`src/rtl/grp_buf_pkg.sv`:
```
// Shared types and helpers for the orbit group-buffer write arbiter.
package grp_buf_pkg;

    localparam int ORB_DATA_W = 12;
    localparam int ORB_ADDR_W = 10;

    typedef enum logic [1:0] {
        IDLE  = 2'd0,
        GRANT = 2'd1,
        SWAP  = 2'd2
    } arb_state_e;

    // Index of the set bit of a one-hot vector (up to 16 channels); 0 if none.
    function automatic int unsigned onehot2idx(input logic [15:0] oh);
        int unsigned idx;
        idx = 0;
        for (int i = 0; i < 16; i++) begin
            if (oh[i]) idx = unsigned'(i);
        end
        return idx;
    endfunction

endpackage

```
`src/rtl/rr_pick.sv`:
```
// Combinational channel picker for the group-buffer arbiter.
// Default: round-robin starting after the last granted index.
// ARB_FIXED_PRIO_EN defined: strict priority, lowest index wins (last_i ignored).
module rr_pick
    import grp_buf_pkg::*;
#(
    parameter int CHANNELS = 5,
    localparam int IDX_W   = (CHANNELS > 1) ? $clog2(CHANNELS) : 1
) (
    input  logic [CHANNELS-1:0] req_i,
    input  logic [IDX_W-1:0]    last_i,
    output logic [CHANNELS-1:0] pick_o
);

`ifdef ARB_FIXED_PRIO_EN
    logic unused_last;
    assign unused_last = ^last_i;

    // Lowest requesting index wins.
    always_comb begin
        logic found;
        found  = 1'b0;
        pick_o = '0;
        for (int i = 0; i < CHANNELS; i++) begin
            if (!found && req_i[i]) begin
                pick_o[i] = 1'b1;
                found     = 1'b1;
            end
        end
    end
`else
    logic [IDX_W:0]   sum;
    logic [IDX_W-1:0] cand;
    logic             found;

    // Walk last+1, last+2, ... wrapping; the last granted channel is tried last.
    always_comb begin
        pick_o = '0;
        found  = 1'b0;
        sum    = '0;
        cand   = '0;
        for (int k = 1; k <= CHANNELS; k++) begin
            sum = {1'b0, last_i} + (IDX_W+1)'(k);
            if (sum >= (IDX_W+1)'(CHANNELS)) sum = sum - (IDX_W+1)'(CHANNELS);
            cand = sum[IDX_W-1:0];
            if (!found && req_i[cand]) begin
                pick_o[cand] = 1'b1;
                found        = 1'b1;
            end
        end
    end
`endif

endmodule

```
`src/rtl/grp_buf_arbiter.sv`:
```
// N-channel write arbiter for the orbit group ping-pong buffers.
// Grants one channel per burst, muxes its write/old-word-read ports onto the
// buffer, owns the bank select and defers swaps to burst boundaries.
// A per-grant watchdog forces release after HOLD_MAX cycles.
// Build option: ARB_FIXED_PRIO_EN selects strict priority instead of round-robin.
module grp_buf_arbiter
    import grp_buf_pkg::*;
#(
    parameter int CHANNELS = 5,
    parameter int DATA_W   = ORB_DATA_W,
    parameter int ADDR_W   = ORB_ADDR_W,
    parameter int HOLD_MAX = 256
) (
    input  logic                       clk,
    input  logic                       reset,
    input  logic [CHANNELS-1:0]        ch_busy,
    input  logic [CHANNELS*DATA_W-1:0] ch_wdata,
    input  logic [CHANNELS*ADDR_W-1:0] ch_waddr,
    input  logic [CHANNELS-1:0]        ch_wren,
    input  logic [CHANNELS*ADDR_W-1:0] ch_raddr,
    input  logic [CHANNELS-1:0]        ch_rden,
    output logic [CHANNELS-1:0]        ch_grant,
    output logic [DATA_W-1:0]          ch_rdata,
    output logic [DATA_W-1:0]          buf_wdata,
    output logic [ADDR_W-1:0]          buf_waddr,
    output logic                       buf_wren,
    output logic [ADDR_W-1:0]          buf_raddr,
    output logic                       buf_rden,
    input  logic [DATA_W-1:0]          buf_rdata,
    input  logic                       swap_req,
    output logic                       bank_sel,
    output logic                       swap_late,
    output logic [CHANNELS-1:0]        tmo_err
);

    localparam int IDX_W = (CHANNELS > 1) ? $clog2(CHANNELS) : 1;
    localparam int HC_W  = $clog2(HOLD_MAX);

    arb_state_e          state_q, state_d;
    logic [CHANNELS-1:0] grant_q, grant_d;
    logic [IDX_W-1:0]    last_q, last_d;
    logic [HC_W-1:0]     hold_q, hold_d;
    logic                bank_q, bank_d;
    logic                pend_q, pend_d;
    logic                late_q, late_d;
    logic [CHANNELS-1:0] tmo_q, tmo_d;

    logic [CHANNELS-1:0] pick;
    logic                busy_g;
    logic                hold_max;

    rr_pick #(.CHANNELS(CHANNELS)) u_pick (
        .req_i  (ch_busy),
        .last_i (last_q),
        .pick_o (pick)
    );

    assign busy_g   = |(ch_busy & grant_q);
    assign hold_max = (hold_q == HC_W'(HOLD_MAX - 1));

    // A swap request is remembered until the SWAP cycle; a second request while
    // one is still waiting only raises the sticky late flag.
    assign pend_d = (state_q == SWAP) ? 1'b0 : (pend_q | swap_req);
    assign late_d = late_q | (swap_req & pend_q);

    // Next-state logic: swap beats new grants in IDLE; every grant ends via IDLE.
    always_comb begin
        state_d = state_q;
        grant_d = grant_q;
        last_d  = last_q;
        hold_d  = hold_q;
        bank_d  = bank_q;
        tmo_d   = tmo_q;
        unique case (state_q)
            IDLE: begin
                if (pend_q) begin
                    state_d = SWAP;
                end else if (|ch_busy) begin
                    state_d = GRANT;
                    grant_d = pick;
                    last_d  = IDX_W'(onehot2idx(16'(pick)));
                    hold_d  = '0;
                end
            end
            GRANT: begin
                if (!busy_g || hold_max) begin
                    state_d = IDLE;
                    grant_d = '0;
                    // Only a channel that is still busy counts as stuck.
                    if (busy_g) tmo_d = tmo_q | grant_q;
                end else begin
                    hold_d = hold_q + 1'b1;  // below max here, so never wraps
                end
            end
            SWAP: begin
                bank_d  = ~bank_q;
                state_d = IDLE;
            end
            default: state_d = IDLE;
        endcase
    end

    // State registers with synchronous reset; a burst in flight is dropped.
    always_ff @(posedge clk) begin
        if (reset) begin
            state_q <= IDLE;
            grant_q <= '0;
            last_q  <= IDX_W'(CHANNELS - 1);
            hold_q  <= '0;
            bank_q  <= 1'b0;
            pend_q  <= 1'b0;
            late_q  <= 1'b0;
            tmo_q   <= '0;
        end else begin
            state_q <= state_d;
            grant_q <= grant_d;
            last_q  <= last_d;
            hold_q  <= hold_d;
            bank_q  <= bank_d;
            pend_q  <= pend_d;
            late_q  <= late_d;
            tmo_q   <= tmo_d;
        end
    end

    // Buffer port mux: only the granted channel reaches the buffer; zero when idle.
    always_comb begin
        buf_wdata = '0;
        buf_waddr = '0;
        buf_raddr = '0;
        buf_wren  = 1'b0;
        buf_rden  = 1'b0;
        for (int i = 0; i < CHANNELS; i++) begin
            if (grant_q[i]) begin
                buf_wdata = ch_wdata[i*DATA_W +: DATA_W];
                buf_waddr = ch_waddr[i*ADDR_W +: ADDR_W];
                buf_raddr = ch_raddr[i*ADDR_W +: ADDR_W];
                buf_wren  = ch_wren[i];
                buf_rden  = ch_rden[i];
            end
        end
    end

    assign ch_grant  = grant_q;
    assign ch_rdata  = buf_rdata;
    assign bank_sel  = bank_q;
    assign swap_late = late_q;
    assign tmo_err   = tmo_q;

endmodule

```
`config.mk`:
```
export PLATFORM = sky130hd
export DESIGN_NAME = grp_buf_arbiter
export DESIGN_NICKNAME = d
export VERILOG_FILES = /design/src/rtl/grp_buf_pkg.sv /design/src/rtl/rr_pick.sv /design/src/rtl/grp_buf_arbiter.sv
export SDC_FILE = /design/constraint.sdc
export NUM_CORES = 1
export LEC_CHECK = 0
export BUFFER_PORTS_ARGS = -buffer_cell sky130_fd_sc_hd__buf_2
export CAP_MARGIN = 20
export CORE_ASPECT_RATIO = 1.1
export CORE_MARGIN = 1.5
export CORE_UTILIZATION = 39
export CTS_CLUSTER_DIAMETER = 200
export DETAILED_ROUTE_END_ITERATION = 12
export GPL_TIMING_DRIVEN = 0
export PLACE_DENSITY = 0.78
export SLEW_MARGIN = 20
export SYNTH_ARGS = -nofsm -noshare
export SYNTH_HDL_FRONTEND = slang
export SYNTH_SLANG_ARGS = --single-unit
```
`constraint.sdc`:
```
create_clock -name clk -period 3.2 [get_ports clk]
set_clock_uncertainty 0.05 [all_clocks]
set_input_delay 0.48 -clock clk [delete_from_list [all_inputs] [get_ports clk]]
set_output_delay 0.48 -clock clk [all_outputs]
set_load 0.005 [all_outputs]
```
==> metrics.cfg, run 1 <==
[run_status]
outcome = complete, no violations

[layout]
design_area_um2 = 5380
layout.nets = 1051
antenna_cells = 0
drive_above_1_share_pct = 36.8
syn_to_final_growth_pct = 43.5
fillers = 959

[sta]
fmax_mhz = 316
setup_viol = 0
max-slew-margin-rel_pct = 59.5
hold_ws_ns = 0.418
fin_crit_sh_pct = 98.9
slew_viol_final = 0
tightest_slew_ns = 0.607
finalWorstPathRequiredPeriod_ns = 3.17
hold_viol_final = 0
rsz0062_at_grt = no

[critical_path]
cpLargestDelayFamily = compound AO/OA/AOI/OAI gates
worstSetupPathType = reg2reg
cpPeakStageDelay_ns = 0.40
crit_fanout = 9
worstPathArrival_ns = 3.29
crit_buf_inv = 3
slowest_stage = dfxtp_4
critical_path.cell_chain = buf_8 > inv_6 > buf_12 > ha_1 > ha_4 > xor2_1 > nor2_1 > a31o_2 > or3_1 > a21oi_2 > o21ai_0 > o221a_1 > a32oi_1
endpoint_kind = flip-flop
startpoint_type = flip-flop
required_ns = 3.33

[die]
fp-row-count = 37
pin_count = 248
fp.dieH_um = 106
fp.coreArea_um2 = 9350
start_util_pct = 40.1
die_w_um = 96.5
die-area_um2 = 10200

[yosys]
dominantRegCellSynth = dfxtp_1
yosysSeqAreaShare_pct = 13.9
async_reset_ff_share_pct = 0
synth_nets = 806
synth.most_common_cell = nor2_1
ys_types = 65
synthTopCellsByArea = dfxtp_1, a21oi_1, nor2_1, a22oi_1, o21ai_0
synth_edf_count = 0
yosysTopAreaCell = dfxtp_1
synth_commonest_cells = nor2_1, a21oi_1, nand2_1, o21ai_0, clkbuf_1
synthCells = 604
ys_ff_latch = 26
avgSynthCellArea_um2 = 6.21
synthesis.area_um2 = 3750
synth_top_area_share_pct = 13.9
ys.warnings.count = 0

[clock_network]
clk_latency_ns = 0.26
clockBufferDepth = 2
cts_root_buf = clkbuf_8
cts_made_buffers = 3
cts.sinks = 26
clk_pin_slew_ns = 0.08
htree_levels = 1
cts_tree = yes

[power]
p_leak_nw = 2.53
pwr_density_cell_nw_per_um2 = 813
power_w = 0.00437
irDropWorstVdd_v = 0.000384

[placed_design]
gp_congestion = 1.02
numPortBuffers = 231
dp_hpwl_um = 13500
dpl_cell_area_um2 = 5060

[detailed_routing]
drcViolationCount = 0
first_iter_violations = 750
vias = 5528
wl_per_cell_um = 17.7
routed_via_density = 5.73
wl_um = 17100
first_pass_iters = 8
antenna_left = 0

[grt]
grt_max_degree = 14
grtUsageTotal_pct = 31.0
first_global_vias = 5027
antenna_found_initial = 2
grt_pass1_wl_um = 24700
grt.overflow.total = 0

[run]
drv_cap = 0

[worst_hold_path]
hp-class = in2reg

-- final cells by class --
type | instances | area, um^2 | area share, %
multi-input cells | 502 | 3040 | 56.4
repair buffers | 241 | 1230 | 22.9
flip-flops and latches | 26 | 529 | 9.83
plain buffers | 63 | 348 | 6.46
well taps | 117 | 146 | 2.72
inverters | 12 | 50.0 | 0.930
clock buffers | 3 | 41.3 | 0.767
-- logic make-up after synthesis --
group	count (synthesis)	synth area share (%)
adders and majority gates	12	4.20
xor gates and xnor gates	8	1.87
AOI/OAI and AO/OA	235	39.1
muxes	16	4.77
and+or+nand+nor	231	27.1
DFF	26	13.9
buffers and inverters	76	9.11
-- layer usage --
metal	vias up	share of wire [%]	global-route usage (%)
met5	-	0.070	0
met4	2	2.8	6.83
met3	49	13	9.45
met2	379	45	51.4
met1	2439	39	38.8
li1	2659	-	-
-- worst paths after layout --
check / cells past startpoint / from / end / slack [ns]
max: 13 / last_q[0]$_SDFFE_PP0P_ / last_q[0]$_SDFFE_PP0P_ / 0.03
min: 3 / swap_req / swap_late$_SDFF_PP0_ / 0.42
max reg2reg: 13 / last_q[0]$_SDFFE_PP0P_ / last_q[0]$_SDFFE_PP0P_ / 0.03
min reg2reg: 2 / tmo_err[3]$_SDFFE_PP0P_ / tmo_err[3]$_SDFFE_PP0P_ / 0.43
-- power by group --
| group | switching, W | total [W] | internal (W) |
|---|---|---|---|
| registers | 0.0000453 | 0.000416 | 0.000371 |
| clock network | 0.0000928 | 0.000177 | 0.0000842 |
| logic | 0.00226 | 0.00378 | 0.00152 |
| total | 0.00239 | 0.00437 | 0.00198 |
-- tightest hold or removal path, stage by stage --
cell,delay [ns]
buf_2,0.09
a21oi_1,0.06
nor2_1,0.07
-- per-stage QoR --
step / cells / setup slack (ns) / setup TNS, ns / util (%)
after floorplan: 604 / 0.0165 / 0 / -
after global placement: 952 / -0.570 / -3.57 / 54.1
after detailed placement: 952 / -0.552 / -3.46 / 54.1
after CTS: 957 / -0.00583 / -0.00583 / 55.8
after global routing: 964 / 0.00964 / 0 / 57.5
final: 964 / 0.0339 / 0 / 57.5
-- cell usage in the layout, fill, tap and decap left out, types with 5 or more instances in the layout --
cell        n
clkbuf_2    7
a22oi_1    37
a21o_1      7
o211ai_1    6
nor2_1    103
nor2b_1    10
and3_1      5
nand2_1    64
buf_2     232
mux2i_1     7
o21ai_0    49
a21oi_1    89
buf_1       5
xnor2_1     5
clkbuf_1   31
dfxtp_1    23
nand2b_1    8
nor3_1     10
ha_1        8
or3_1       5
inv_1      11
buf_4      22
-- flip-flops by register name, summed over array words and instances, names as in the netlist --
signal     flops
swap_late      1
ch_grant       5
bank_sel       1
tmo_err        5
pend_q         1
state_q        2
last_q         3
hold_q         8
-- what timing repair did --
| action | in CTS | in global routing |
|---|---|---|
| hold buffers | 0 | 0 |
| buffers inserted | 3 | 7 |
| setup endpoints to repair | 10 | 28 |
| gates resized for setup | 27 | 38 |
| pin swaps | 7 | 7 |
(Power assumes the default switching activity.)
==> run 2, diff against run 1 <==
--- a/config.mk
+++ b/config.mk
@@ -7,13 +7,15 @@
 export LEC_CHECK = 0
 export BUFFER_PORTS_ARGS = -buffer_cell sky130_fd_sc_hd__buf_2
 export CAP_MARGIN = 20
+export CELL_PAD_IN_SITES_DETAIL_PLACEMENT = 0
+export CELL_PAD_IN_SITES_GLOBAL_PLACEMENT = 2
 export CORE_ASPECT_RATIO = 1.1
 export CORE_MARGIN = 1.5
-export CORE_UTILIZATION = 39
+export CORE_UTILIZATION = 18
 export CTS_CLUSTER_DIAMETER = 200
 export DETAILED_ROUTE_END_ITERATION = 12
 export GPL_TIMING_DRIVEN = 0
-export PLACE_DENSITY = 0.78
+export PLACE_DENSITY_LB_ADDON = 0.1
 export SLEW_MARGIN = 20
 export SYNTH_ARGS = -nofsm -noshare
 export SYNTH_HDL_FRONTEND = slang
==> run 2 against run 1 <==
Net effect:
- register-to-register slack is essentially flat
- sequential power about the same
- critical path depth is 1 higher
- largest power group unchanged
- combinational power up 3%
- routed wire length increased by 24%
- flip-flop and latch count is the same
- setup slack gained 0.014 ns
- die area grew 110%
- via count fell by 1.6%
- global-route usage fell by 13 points
- cell area increased by 4.8%
==> metrics.cfg, run 2 (synthesis results as in run 1) <==
[layout]
final_cell_mix = buf_2, nor2_1, a21oi_1, nand2_1, o21ai_0
post-route-util_pct = 27.5  ; -30 points
regArea_um2 = 529  ; unchanged
multi_input_area_um2 = 3060  ; +0.95%
drive_above_1_share_pct = 37.2  ; +0.32 points
layout.nets = 1049  ; -0.19%
fin_cells = 1108  ; +15%
largest_reg_flops = 8  ; unchanged
fillers = 2374  ; +150%
top_register = hold_q
layout_commonest_cell = buf_2
syn_to_final_growth_pct = 50.3

[grt]
antenna_found_initial = 6  ; +4
grt_pass1_wl_um = 31200  ; +26%
grt_max_degree = 14  ; unchanged
grt.overflow.total = 0  ; unchanged
grtUsageTotal_pct = 18.3  ; -13 points
first_global_vias = 5319  ; +5.8%

[critical_path]
startpoint_type = flip-flop
critical_path.cell_chain = buf_12 > inv_8 > clkbuf_16 > ha_2 > ha_4 > buf_8 > inv_1 > o221ai_1 > o2111a_1 > o311ai_2 > o2111a_1 > a22oi_1 > o221a_4 > a32oi_2
r2r_start = last_q[0]$_SDFFE_PP0P_
startpoint = last_q[0]$_SDFFE_PP0P_
endpoint_kind = flip-flop
slowest_stage = dfxtp_4
worstSetupPathType = reg2reg
required_ns = 3.28  ; -0.05 ns
worstReg2RegEnd = last_q[1]$_SDFFE_PP0P_
crit_fanout = 10  ; +1
reg2reg_depth = 14  ; +1
crit_top_cell = o2111a_1
cpPeakStageDelay_ns = 0.39  ; about the same
regToRegSetupSlack_ns = 0.05  ; about the same
crit_path_end = last_q[1]$_SDFFE_PP0P_
worstPathArrival_ns = 3.24  ; -0.05 ns

[clock_network]
cts_made_buffers = 3  ; unchanged
cts_tree = yes
htree_levels = 1  ; unchanged
clk_pin_slew_ns = 0.06  ; -0.02 ns
clockBufferDepth = 2  ; unchanged
clk_latency_ns = 0.25  ; about the same
hold_buffers = 0  ; unchanged
cts.sinks = 26  ; unchanged
cts_root_buf = clkbuf_16

[placed_design]
post-place-cells = 1091  ; +15%
dp_hpwl_um = 17100  ; +26%
numPortBuffers = 231  ; unchanged
dp_slack_ns = -0.960  ; -0.408 ns
gp_congestion = 0.862  ; -15%

[die]
die-area_um2 = 21700  ; +110%
fp.coreArea_um2 = 20500  ; +120%
start_util_pct = 18.3  ; -22 points
fp-row-count = 55  ; +49%
fp.dieH_um = 154  ; +46%
die_w_um = 141  ; +46%
pin_count = 248  ; unchanged

[power]
pwr_density_cell_nw_per_um2 = 813  ; about the same
p_comb_share_pct = 85.0  ; -1.4 points
p_clk_share_pct = 5.9  ; +1.9 points
power.switching_w = 0.00249  ; +3.9%
p_leak_nw = 2.53  ; about the same
irDropWorstVdd_v = 0.000330  ; -14%
seqPwrFrac_pct = 9.1  ; -0.4 points
swShare_pct = 54.3  ; -0.45 points
internal-power_w = 0.00210  ; +5.8%

[run]
drv_cap = 0  ; unchanged

[detailed_routing]
wl_per_cell_um = 19.1  ; +7.8%
first_pass_iters = 5  ; -3
wl_um = 21200  ; +24%
routed_via_density = 4.91  ; -14%
vias = 5438  ; -1.6%
first_iter_violations = 287  ; -62%
drcViolationCount = 0  ; unchanged
antenna_left = 0  ; unchanged

[sta]
hold_ws_ns = 0.411  ; -0.00694 ns
fmax_mhz = 317  ; +0.44%
setup_viol = 0  ; unchanged
worst_slack_ns = 0.0478  ; +0.0139 ns
slew_viol_final = 0  ; unchanged
max-slew-margin-rel_pct = 56.2  ; -3.3 points
finalWorstPathRequiredPeriod_ns = 3.15  ; -0.0139 ns
tightest_slew_ns = 0.656  ; +0.0495 ns
rsz0062_at_grt = yes
hold_viol_final = 0  ; unchanged
fin_crit_sh_pct = 98.5  ; -0.43 points
finalSetupTns_ns = 0  ; unchanged

[run_status]
outcome = complete, no violations

[worst_hold_path]
hold_path.startpoint = tmo_err[2]$_SDFFE_PP0P_
hp-class = reg2reg

run 2: cell count changes in the layout (fill, tap and decap cells not counted), sizes merged:
cell / delta
diode: +7
inv: -1
clkinvlp: +1
clkbuf: -2
run 2: how the worst min path moves through the flow:
stage | to | depth (start not counted)
after floorplan | swap_late$_SDFF_PP0_ | 2
after global placement | tmo_err[2]$_SDFFE_PP0P_ | 2
after detailed placement | tmo_err[2]$_SDFFE_PP0P_ | 2
after CTS | tmo_err[2]$_SDFFE_PP0P_ | 2
after global routing | swap_late$_SDFF_PP0_ | 3
final | tmo_err[2]$_SDFFE_PP0P_ | 2
run 2: power by group through the flow:
stage | Clock (W) | Sequential [W] | Combinational (W)
4_1_cts | 0.000281 | 0.000414 | 0.00371
5_1_grt | 0.000298 | 0.000423 | 0.00432
3_5_place_dp | 0 | 0.000422 | 0.00357
2_1_floorplan | 0 | 0.000409 | 0.00220
6_report | 0.000270 | 0.000417 | 0.00390
3_3_place_gp | 0 | 0.000420 | 0.00359
run 2: through the flow:
stage	instance area (um^2)	total power [W]
2_1_floorplan	3760	0.00261
3_3_place_gp	5230	0.00401
3_5_place_dp	5230	0.00399
4_1_cts	5460	0.00441
5_1_grt	5640	0.00505
6_report	5640	0.00458
run 2: layout make-up:
class                      instances  area share, %
multi-input combinational        502           54.3
timing repair buffer             239           21.6
sequential                        26           9.39
buffer                            63           6.37
tap                              256           5.68
clock buffer                       3           1.33
inverter                          12          0.999
antenna                            7          0.311
run 2: timing repair:
action | 4_1_cts | 5_1_grt
pin swaps | 5 | 10
endpoints found under the setup margin | 23 | 26
buffers inserted | 2 | 6
gates resized for setup | 39 | 33
run 2: worst max-delay path, delay by kind of cell (launching register included):
| family | cells | cell delay [ns] |
|---|---|---|
| adders and majority gates | 2 | 0.54 |
| buffers and inverters | 5 | 0.58 |
| DFF | 1 | 0.39 |
| AOI/OAI and AO/OA | 7 | 1.46 |
run 2: layer usage:
layer  vias to the layer above  part of all wire [%]  routed length, um  track usage (%)
met5                         -                     0                  0                0
met4                         0                   1.5                312             4.81
met3                        18                   6.1               1290             2.54
met2                       232                    50              10600             33.1
met1                      2540                    42               8980             22.5
li1                       2648                     -                  -                -
